`src/rtl/tag_caster_pkg.sv`:
```
// rtl/tag_caster_pkg.sv - shared tag matching and pointer sizing helpers for the tag caster
package tag_caster_pkg;

  // Widest tag the helpers accept; callers zero-extend narrower tags.
  localparam int TAG_MAX_W = 32;

  // All-ones broadcast tag for a given tag width.
  function automatic logic [TAG_MAX_W-1:0] bcast_tag(input int w);
    return (TAG_MAX_W'(1) << w) - TAG_MAX_W'(1);
  endfunction

  // A beat belongs to this caster if it carries our ID, or the broadcast tag when enabled.
  function automatic logic tag_match(
    input logic [TAG_MAX_W-1:0] tag,
    input logic [TAG_MAX_W-1:0] id,
    input int                   w,
    input logic                 bcast_en
  );
    return (tag == id) || (bcast_en && (tag == bcast_tag(w)));
  endfunction

  // Address bits needed to index a FIFO of the given depth.
  function automatic int ptr_width(input int depth);
    return (depth < 2) ? 1 : $clog2(depth);
  endfunction

endpackage

```
`src/rtl/caster_fifo.sv`:
```
// rtl/caster_fifo.sv - first-word-fall-through FIFO with flush and extra-bit full/empty
module caster_fifo
  import tag_caster_pkg::*;
#(
  parameter int WIDTH = 16,
  parameter int DEPTH = 4
) (
  input  logic             clk,
  input  logic             rstn,
  input  logic             i_flush,
  input  logic             i_push,
  input  logic [WIDTH-1:0] i_push_data,
  input  logic             i_pop,
  output logic [WIDTH-1:0] o_pop_data,
  output logic             o_full,
  output logic             o_empty
);

  localparam int PW = ptr_width(DEPTH);
  localparam logic [PW:0] PTR_ONE = (PW + 1)'(1);

  logic [PW:0]      r_wr_ptr;
  logic [PW:0]      r_rd_ptr;
  logic [WIDTH-1:0] r_mem [DEPTH];

  logic w_full;
  logic w_empty;
  logic w_push;
  logic w_pop;

  // Pointers carry one wrap bit: equal means empty, only the wrap bit differing means full.
  assign w_empty = (r_wr_ptr == r_rd_ptr);
  assign w_full  = (r_wr_ptr[PW] != r_rd_ptr[PW]) &&
                   (r_wr_ptr[PW-1:0] == r_rd_ptr[PW-1:0]);
  assign w_push  = i_push & ~w_full;
  assign w_pop   = i_pop & ~w_empty;

  assign o_full     = w_full;
  assign o_empty    = w_empty;
  assign o_pop_data = r_mem[r_rd_ptr[PW-1:0]];

  // Pointer update; flush drops any push or pop presented in the same cycle.
  always_ff @(posedge clk) begin
    if (!rstn) begin
      r_wr_ptr <= '0;
      r_rd_ptr <= '0;
    end else if (i_flush) begin
      r_wr_ptr <= '0;
      r_rd_ptr <= '0;
    end else begin
      if (w_push) r_wr_ptr <= r_wr_ptr + PTR_ONE;
      if (w_pop)  r_rd_ptr <= r_rd_ptr + PTR_ONE;
    end
  end

  // Storage write; stale contents are unreachable once the pointers are cleared.
  always_ff @(posedge clk) begin
    if (w_push) r_mem[r_wr_ptr[PW-1:0]] <= i_push_data;
  end

endmodule

```
`src/rtl/tag_caster_buf.sv`:
```
// rtl/tag_caster_buf.sv - buffered tag-matching caster between broadcast bus and one PE
module tag_caster_buf
  import tag_caster_pkg::*;
#(
  parameter int                DATA_WIDTH = 16,
  parameter int                ID_WIDTH   = 4,
  parameter int                IN_DEPTH   = 4,
  parameter int                OUT_DEPTH  = 4,
  parameter logic [ID_WIDTH-1:0] RESET_ID = '0,
  parameter bit                BCAST_EN   = 1'b1,
  parameter int                CNT_WIDTH  = 16
) (
  input  logic                  clk,
  input  logic                  rstn,
  input  logic                  cfg_id_we,
  input  logic [ID_WIDTH-1:0]   cfg_id,
  output logic                  cfg_err,
  input  logic                  flush,
  input  logic                  bus_valid,
  input  logic [ID_WIDTH-1:0]   bus_tag,
  input  logic [DATA_WIDTH-1:0] bus_data,
  output logic                  bus_ready,
  output logic                  pe_valid,
  output logic [DATA_WIDTH-1:0] pe_data,
  input  logic                  pe_ready,
  input  logic                  res_valid,
  input  logic [DATA_WIDTH-1:0] res_data,
  output logic                  res_ready,
  output logic                  out_valid,
  output logic [DATA_WIDTH-1:0] out_data,
  output logic [ID_WIDTH-1:0]   out_tag,
  input  logic                  out_ready,
  output logic [CNT_WIDTH-1:0]  match_cnt,
  output logic                  busy
);

  localparam logic [CNT_WIDTH-1:0] CNT_MAX = '1;
  localparam logic [CNT_WIDTH-1:0] CNT_ONE = CNT_WIDTH'(1);

  logic [ID_WIDTH-1:0]  r_id;
  logic [CNT_WIDTH-1:0] r_match_cnt;
  logic                 r_cfg_err;

  logic w_match;
  logic w_in_full;
  logic w_in_empty;
  logic w_out_full;
  logic w_out_empty;
  logic w_in_push;
  logic w_busy;

  assign w_match = tag_match(TAG_MAX_W'(bus_tag), TAG_MAX_W'(r_id), ID_WIDTH, BCAST_EN);

  // Non-matching beats are always swallowed; matching ones wait only on a full queue.
  assign bus_ready = ~w_match | ~w_in_full;
  assign w_in_push = bus_valid & bus_ready & w_match;
  assign w_busy    = ~w_in_empty | ~w_out_empty;

  caster_fifo #(.WIDTH(DATA_WIDTH), .DEPTH(IN_DEPTH)) u_in_fifo (
    .clk         (clk),
    .rstn        (rstn),
    .i_flush     (flush),
    .i_push      (w_in_push),
    .i_push_data (bus_data),
    .i_pop       (pe_ready),
    .o_pop_data  (pe_data),
    .o_full      (w_in_full),
    .o_empty     (w_in_empty)
  );

  caster_fifo #(.WIDTH(DATA_WIDTH), .DEPTH(OUT_DEPTH)) u_out_fifo (
    .clk         (clk),
    .rstn        (rstn),
    .i_flush     (flush),
    .i_push      (res_valid),
    .i_push_data (res_data),
    .i_pop       (out_ready),
    .o_pop_data  (out_data),
    .o_full      (w_out_full),
    .o_empty     (w_out_empty)
  );

  assign pe_valid  = ~w_in_empty;
  assign res_ready = ~w_out_full;
  assign out_valid = ~w_out_empty;
  assign out_tag   = r_id;
  assign busy      = w_busy;
  assign match_cnt = r_match_cnt;
  assign cfg_err   = r_cfg_err;

  // ID register: writes land only when idle; flush makes the block idle so its write is taken.
  always_ff @(posedge clk) begin
    if (!rstn) begin
      r_id      <= RESET_ID;
      r_cfg_err <= 1'b0;
    end else begin
      r_cfg_err <= 1'b0;
      if (cfg_id_we) begin
        if (flush || !w_busy) begin
          r_id <= cfg_id;
        end else begin
          r_cfg_err <= 1'b1;
        end
      end
    end
  end

  // Saturating count of beats queued for the PE.
  always_ff @(posedge clk) begin
    if (!rstn) begin
      r_match_cnt <= '0;
    end else if (flush) begin
      r_match_cnt <= '0;
    end else if (w_in_push && (r_match_cnt != CNT_MAX)) begin
      r_match_cnt <= r_match_cnt + CNT_ONE;
    end
  end

endmodule

```
`config.mk`:
```
export PLATFORM = sky130hd
export DESIGN_NAME = tag_caster_buf
export DESIGN_NICKNAME = d
export VERILOG_FILES = /design/src/rtl/tag_caster_pkg.sv /design/src/rtl/caster_fifo.sv /design/src/rtl/tag_caster_buf.sv
export SDC_FILE = /design/constraint.sdc
export NUM_CORES = 1
export LEC_CHECK = 0
export ABC_AREA = 1
export CORE_UTILIZATION = 51
export DETAILED_ROUTE_END_ITERATION = 8
export GPL_ROUTABILITY_DRIVEN = 0
export HOLD_SLACK_MARGIN = 0.02
export PLACE_DENSITY = 0.72
export SLEW_MARGIN = 0
export SYNTH_ARGS = -nofsm -noshare
export SYNTH_HDL_FRONTEND = slang
export SYNTH_HIERARCHICAL = 1
export SYNTH_SLANG_ARGS = --single-unit
```
`constraint.sdc`:
```
create_clock -name clk -period 3.56 [get_ports clk]
set_input_delay 0.712 -clock clk [delete_from_list [all_inputs] [get_ports clk]]
set_output_delay 0.712 -clock clk [all_outputs]
set_load 0.01 [all_outputs]
```
* Word-level counts from Yosys, hierarchy flattened
Memories as Yosys holds them, arrays and structs flattened. A register that Yosys moved wholly into a read port is not among the register bits.
Index checks and enable logic that the tools add are counted.
** Storage, ports and cells
- Register bits :: 33
- RAM bits :: 128
- Bits of input ports :: 48
- Output and inout bits :: 58
- Word-level logic and storage cells :: 55
- Memories kept :: 2
** Memory list
- u_in_fifo.r_mem :: depth 4, width 16, read ports 1, clocked after memory_dff 1, wr ports 1, line caster_fifo.sv:24 : logic [WIDTH-1:0] r_mem [DEPTH];
- u_out_fifo.r_mem :: depth 4, width 16, read ports 1, clocked after memory_dff 1, wr ports 1, line caster_fifo.sv:24
** Operators by class
- Add/sub/neg operators :: 5
- Equal/unequal tests :: 9
- Multiplexer cells :: 9
- Bitwise logic cells :: 14
- Reduce and logical (&&, ||, !) cells :: 9
** Operators by type and width (number)
- $add A16 B1 Y16 const B :: 1
- $ne A16 B16 Y1 const B :: 1
- $add A3 B1 Y3 const B :: 4
- $mux W2 :: 4
- $and A1 B1 Y1 :: 6
- $eq A3 B3 Y1 :: 2
- $not A1 Y1 :: 6
- $mux W1 :: 5
- $eq A2 B2 Y1 :: 2
- $eq A4 B4 Y1 :: 1
- $eq A4 B4 Y1 const B :: 1
- $reduce_and A2 Y1 :: 2
- $logic_and A1 B1 Y1 :: 3
- $logic_or A1 B1 Y1 :: 2
- $ne A1 B1 Y1 :: 2
- $or A1 B1 Y1 :: 2
- $reduce_or A2 Y1 :: 1
- $logic_not A1 Y1 :: 1

* Longest topological paths before layout
Gate-level depths: netlist of run 1.
- Depth after elaboration :: 9
- Gate-level depth with buffers :: 12
- Mapped depth without buffers :: 12

* Cells and area by module
The synthesis of run 1 kept the hierarchy.
** By module, submodules not included
- caster_fifo :: instances 2, cells an instance 229, area an instance 2837.7 um^2, seq. area each 2082.0 um^2
- tag_caster_buf :: instances 1, cells an instance 209, area an instance 1377.6 um^2, seq. area each 420.4 um^2

* Least setup slack after synthesis of run 1
Ideal clock, no wire load.
- Path type :: register to register
- From :: register u_in_fifo.r_wr_ptr[0]
- To :: memory u_in_fifo.r_mem[0][0] (enable)
- Library setup time :: 0.389 ns
- Arrival :: 2.289 ns
- Data required time :: 3.171 ns
- Slack :: 0.883 ns
- Stages on the path, launching flop included :: 11
- Path buffers :: 0
- Clock period less this slack :: 2.677 ns
- Cells stage by stage :: dfxtp_1 > inv_1 > nand2_1 > nand2_1 > nand3_2 > inv_1 > nor2_2 > inv_1 > a21oi_2 > nand2_4 > nor2_1
** On the way
- Word-level cells in the longest chain between the ends :: 9
** RTL lines
- start, declared :: line caster_fifo.sv:22 : logic [PW:0] r_wr_ptr;
- start signal, assigned :: line caster_fifo.sv:51 : if (w_push) r_wr_ptr <= r_wr_ptr + PTR_ONE;
- $eq A2 B2 Y1 :: line caster_fifo.sv:34 : (r_wr_ptr[PW-1:0] == r_rd_ptr[PW-1:0]);
- $logic_and A1 B1 Y1 :: line caster_fifo.sv:33 : assign w_full = (r_wr_ptr[PW] != r_rd_ptr[PW]) &&
- named net w_in_full :: line tag_caster_buf.sv:45 : logic w_in_full;
- $not A1 Y1 :: line tag_caster_buf.sv:55 : assign bus_ready = ~w_match | ~w_in_full;
- $or A1 B1 Y1 :: line tag_caster_buf.sv:55
- $and A1 B1 Y1 (2 in a row) :: line tag_caster_buf.sv:56 : assign w_in_push = bus_valid & bus_ready & w_match;
- named net w_in_push :: line tag_caster_buf.sv:49 : logic w_in_push;
- $and A1 B1 Y1 :: line caster_fifo.sv:35 : assign w_push = i_push & ~w_full;
- $mux W1 :: line caster_fifo.sv:58 : if (w_push) r_mem[r_wr_ptr[PW-1:0]] <= i_push_data;
- $mux W1 (not written as such) :: line caster_fifo.sv:58
- end, declared :: line caster_fifo.sv:24
The timed path passes the listed nets, and every way through them passes these cells.

* Worst setup path in the final report of run 1
- From :: input bus_tag[2]
- To :: output bus_ready
** On the way
- Word-level cells in the longest chain between the ends :: 4
- Elaborated cells between the ends (all ways) :: 5
- Classes of those cells :: eq/ne (2); bitwise (2); reduce/logical (1)
** RTL lines
- start, declared :: line tag_caster_buf.sv:20 : input logic [ID_WIDTH-1:0] bus_tag,
- $eq A4 B4 Y1 :: line tag_caster_pkg.sv:19 : return (tag == id) || (bcast_en && (tag == bcast_tag(w)));
- $logic_or A1 B1 Y1 * :: line tag_caster_pkg.sv:19
- $not A1 Y1 * :: line tag_caster_buf.sv:55
- $or A1 B1 Y1 * :: line tag_caster_buf.sv:55
- end, declared :: line tag_caster_buf.sv:22 : output logic bus_ready,
Every way passes the cells marked *; elsewhere a longest branch is shown, timed or not.

==> results of run 1 <==
==> worst max-delay path, stage by stage <==
cell	delay, ns
clkdlybuf4s50_1	0.52
inv_1	0.05
nand2_1	0.06
nand2_1	0.06
nor2_1	0.12
nand2_1	0.11
nand2_2	0.22
nand2_1	0.08
clkdlybuf4s50_1	0.49
==> state kept, by name, summed over array words and instances (netlist names), named ones only <==
register,flops
match_cnt,16
cfg_err,1
u_out_fifo/r_mem,64
u_out_fifo/r_wr_ptr,3
out_tag,4
u_in_fifo/r_rd_ptr,3
u_out_fifo/r_rd_ptr,3
u_in_fifo/r_mem,64
u_in_fifo/r_wr_ptr,3
==> per-stage QoR <==
step	area (µm²)	util	total power, mW	hold slack (ns)	std cells
floorplan	7050	-	2.34	0.499	667
global placement	8310	0.623	2.54	0.489	941
detailed placement	8310	0.623	2.55	0.490	941
CTS	8900	0.667	4.33	0.500	973
global route	8900	0.667	4.44	0.524	973
finish	8900	0.667	4.30	0.498	973
==> per-layer routing <==
metal / track usage / part of all wire / vias to the layer above
met2: 0.374 / 0.50 / 137
met4: 0.0797 / 0.013 / 0
li1: - / - / 2534
met1: 0.274 / 0.43 / 2453
met3: 0.0523 / 0.053 / 15
met5: 0 / 0 / -
==> synthesized netlist by cell type (8+ instances only) <==
library cell and number:
a21oi_1 11, a21oi_2 11, buf_2 10, dfxtp_1 37, edfxtp_1 128, ha_1 11, inv_1 51, inv_2 8
nand2_1 109, nand2_2 11, nand3_1 19, nand4_1 12, nor2_1 112, o21ai_0 67, o22ai_1 32
==> layout make-up <==
cell class	count	area (µm²)
Inverter	60	225
Multi-Input combinational cell	423	2140
Sequential cell	165	4580
Tap cell	176	220
Timing Repair Buffer	117	1140
Clock inverter	11	128
Clock buffer	21	460
Fill cell	1045	4450
==> kinds of logic (layout without fill, tap and decap cells) <==
family                     Yosys count  in the layout
DFF                                165            165
AOI/OAI and AO/OA                  126            126
buffers and inverters               79            209
xor gates and xnor gates             6              6
and+or+nand+nor                    280            280
adders and majority gates           11             11
==> worst max-delay path by stage <==
stage / to / cells past startpoint
after global placement: bus_ready / 9
after global routing: bus_ready / 9
after floorplan: u_in_fifo/r_mem[0][0] / 10
after CTS: bus_ready / 9
after detailed placement: bus_ready / 9
final: bus_ready / 9
==> where the power goes <==
part | internal, mW | leakage, nW | total, mW | switching, mW
clock | 1.07 | 0.280 | 1.79 | 0.716
combinational | 0.176 | 1.52 | 0.370 | 0.194
sequential | 2.12 | 1.46 | 2.14 | 0.0215
==> flow_summary.ini, run 1 <==
[synth]
yosys.area_share.simple = 0.176
synth-seq-cells = 165
synthFlopType = edfxtp_1
synth-compound-area-share = 0.101
ys_seq_area_frac = 0.650
syn-cell-area_um2 = 7050
synth_top_family_by_area = simple AND/OR/NAND/NOR gates
async_flop_share = 0
netlist_instances = 667
synth-edff-count = 128
yosysWarnings = 6
syn_avg_cell_area_um2 = 10.6
synth_area_leaders = edfxtp_1 (54%), dfxtp_1 (11%), nor2_1 (6.0%)
ys_types = 30
synth_mux_area_frac = 0
synth-adder-area-share = 0.0195
synth_xor_area_frac = 0.00745
syn-num-nets = 726
yosysTopAreaCell = edfxtp_1
synth_top_area_frac = 0.545

[sta]
relSlewSlack = 0.540
final.setup.worst_slack_ns = 0.418
period_share = 0.883
rsz0062_at_grt = no
setup_viol = 0
fin_tns_setup_ns = 0
skew_ns = 0.00811
slew_violations = 0
finalHoldViolCount = 0
tightest_slew_ns = 0.686
fin_crit_ns = 3.14
clock.fmax_ghz = 0.318

[critical_path]
r2r_cells = 12
crit-reg2reg-launch = u_in_fifo/r_wr_ptr[1]
arrival_ns = 2.43
crit_type = primary input to output pin
cp-startpoint = bus_tag[2]
cp_max_fo = 10
reg2reg_slack_ns = 1.31
r2r_end = u_in_fifo/r_mem[1][14]
endpoint_kind = output pin
start_kind = primary input
worst_ep_required_time_ns = 2.85

[min_path]
hp-start = out_tag[3]
hp-class = register to register
hold_depth = 2
min_to = out_tag[3]

[run_status]
outcome = finished clean

[clock_network]
clk_latency_ns = 0.42
holdBufCountCts = 0
cts_tree = done
root_buffer = clkbuf_16
cts_sinks = 165
clock_path_buffers = 2
ctsResizeCount = 0
cts_setup_buffers = 0
htree_levels = 4
cts_made_buffers = 17
clkSlewWorstSetupHoldPaths_ns = 0.06

[global_routing]
grt-ovfl-total = 0
grt_pass1_vias = 5098
grt_first_pass_wirelength_um = 24300
grt_max_degree = 33
track_usage = 0.220
antenna_found_initial = 0

[job]
cap_violations = 0

[route]
wl_per_cell_um = 15.3
drtIter0Drc = 320
postRouteAntennaNets = 0
first_pass_iters = 6
num_vias = 5139
vias_per_cell = 5.28
routed_wl_um = 14900
drc = 0

[finish]
num_antenna_cells = 0
area_growth_pct = 26.2
final_common_cell = edfxtp_1
drive_gt1_frac = 0.109
final_nets = 843
layout_common_cells = edfxtp_1 (128), nor2_1 (112), nand2_1 (109), clkdlybuf4s50_1 (105), o21ai_0 (67)

[die]
fp.dieW_um = 120
io_pins = 106
core_area_um2 = 13300
rows = 42
die_h_um = 120
die-area_um2 = 14300
start_util = 0.528

[power_and_ir_drop]
peakVddDrop_mv = 0.322
leakagePower_nw = 3.27
powerDensity_nw_per_um2 = 483

[place]
pre_cts_ws_ns = 0.416
numPortBuffers = 105
place_hpwl_um = 9570
(Power assumes the default switching activity.)
==> run 2: changes to the inputs <==
--- a/config.mk
+++ b/config.mk
@@ -10,6 +10,7 @@
 export DETAILED_ROUTE_END_ITERATION = 8
 export GPL_ROUTABILITY_DRIVEN = 0
 export HOLD_SLACK_MARGIN = 0.02
+export MAX_ROUTING_LAYER = met4
 export PLACE_DENSITY = 0.72
 export SLEW_MARGIN = 0
 export SYNTH_ARGS = -nofsm -noshare
==> flow_summary.ini, run 2 (same netlist as run 1, synthesis figures left out) <==
[clock_network]
root_buffer = clkbuf_16
ctsResizeCount = 0
clock_path_buffers = 2
cts_tree = done
cts_made_buffers = 17
clkSlewWorstSetupHoldPaths_ns = 0.06
holdBufCountCts = 0
htree_levels = 4
cts_setup_buffers = 0
clk_latency_ns = 0.42
cts_sinks = 165

[global_routing]
grt_first_pass_wirelength_um = 24300
antenna_found_initial = 0
grt_pass1_vias = 5099
track_usage = 0.227
grt-ovfl-total = 0
grt_max_degree = 33

[critical_path]
endpoint_kind = output pin
crit-reg2reg-launch = u_in_fifo/r_wr_ptr[1]
cp-startpoint = bus_tag[2]
worst_ep_required_time_ns = 2.85
arrival_ns = 2.43
cp_max_fo = 10
crit_type = primary input to output pin
r2r_cells = 12
start_kind = primary input

[min_path]
hold_depth = 2
hp-start = out_tag[3]
hp-class = register to register

[sta]
relSlewSlack = 0.536
finalHoldViolCount = 0
slew_violations = 0
holdWs_ns = 0.497
skew_ns = 0.00815
setup_viol = 0
tightest_slew_ns = 0.692
rsz0062_at_grt = no
period_share = 0.882
fin_tns_setup_ns = 0
fin_crit_ns = 3.14
clock.fmax_ghz = 0.318

[route]
drtIter0Drc = 308
num_vias = 5149
wl_per_cell_um = 15.3
postRouteAntennaNets = 0
routed_wl_um = 14900
vias_per_cell = 5.29
drc = 0
first_pass_iters = 6

[finish]
drive_gt1_frac = 0.109
final_common_cell = edfxtp_1
num_antenna_cells = 0
fin_area_um2 = 8900
layout_common_cells = edfxtp_1 (128), nor2_1 (112), nand2_1 (109), clkdlybuf4s50_1 (105), o21ai_0 (67)
post_layout_nonfiller_instances = 973
seqCellArea_um2 = 4580
area_growth_pct = 26.2
multi_input_area_um2 = 2140
final_nets = 843
fill_cells = 1045

[power_and_ir_drop]
peakVddDrop_mv = 0.322
finalPower_mw = 4.30
leakagePower_nw = 3.27
powerDensity_nw_per_um2 = 483

[die]
rows = 42
die-area_um2 = 14300
io_pins = 106
core_area_um2 = 13300
start_util = 0.528
fp.dieW_um = 120
die_h_um = 120

[job]
cap_violations = 0

[place]
numPortBuffers = 105
placed_cell_area_um2 = 8310
place_inst = 941
place_hpwl_um = 9570

[run_status]
outcome = finished clean
run 2: critical path, cell delays in order:
cell and delay [ns]:
clkdlybuf4s50_1 0.52, inv_1 0.05, nand2_1 0.06, nand2_1 0.06
nor2_1 0.12, nand2_1 0.11, nand2_2 0.22, nand2_1 0.08
clkdlybuf4s50_1 0.49
run 2: through the flow:
stage	setup slack (ns)	utilization
floorplan	0.883	-
finish	0.420	0.667
global placement	0.517	0.623
CTS	0.404	0.667
detailed placement	0.416	0.623
global route	0.273	0.667
run 2: final cells by class:
class / count / area share
clock buffer: 21 / 0.0517
inverter: 60 / 0.0253
tap: 176 / 0.0247
sequential: 165 / 0.515
multi-input combinational: 423 / 0.241
clock inverter: 11 / 0.0143
timing repair buffer: 117 / 0.128
run 2: final timing paths:
path | slack (ns) | to
setup reg to reg | 1.30 | u_in_fifo/r_mem[1][14]
hold / removal | 0.50 | out_tag[3]
hold reg to reg | 0.50 | out_tag[3]
setup / recovery | 0.42 | bus_ready
run 2: routing by layer:
layer	GRT usage	wire [µm]	up-vias
li1	-	-	2532
met1	0.275	6620	2471
met2	0.375	7420	131
met3	0.0504	704	15
met4	0.0797	191	0
met5	-	0	-
run 2: where the power goes:
group,internal [mW],switching [mW]
Clock,1.07,0.716
Sequential,2.12,0.0216
Combinational,0.176,0.194
Total,3.37,0.932
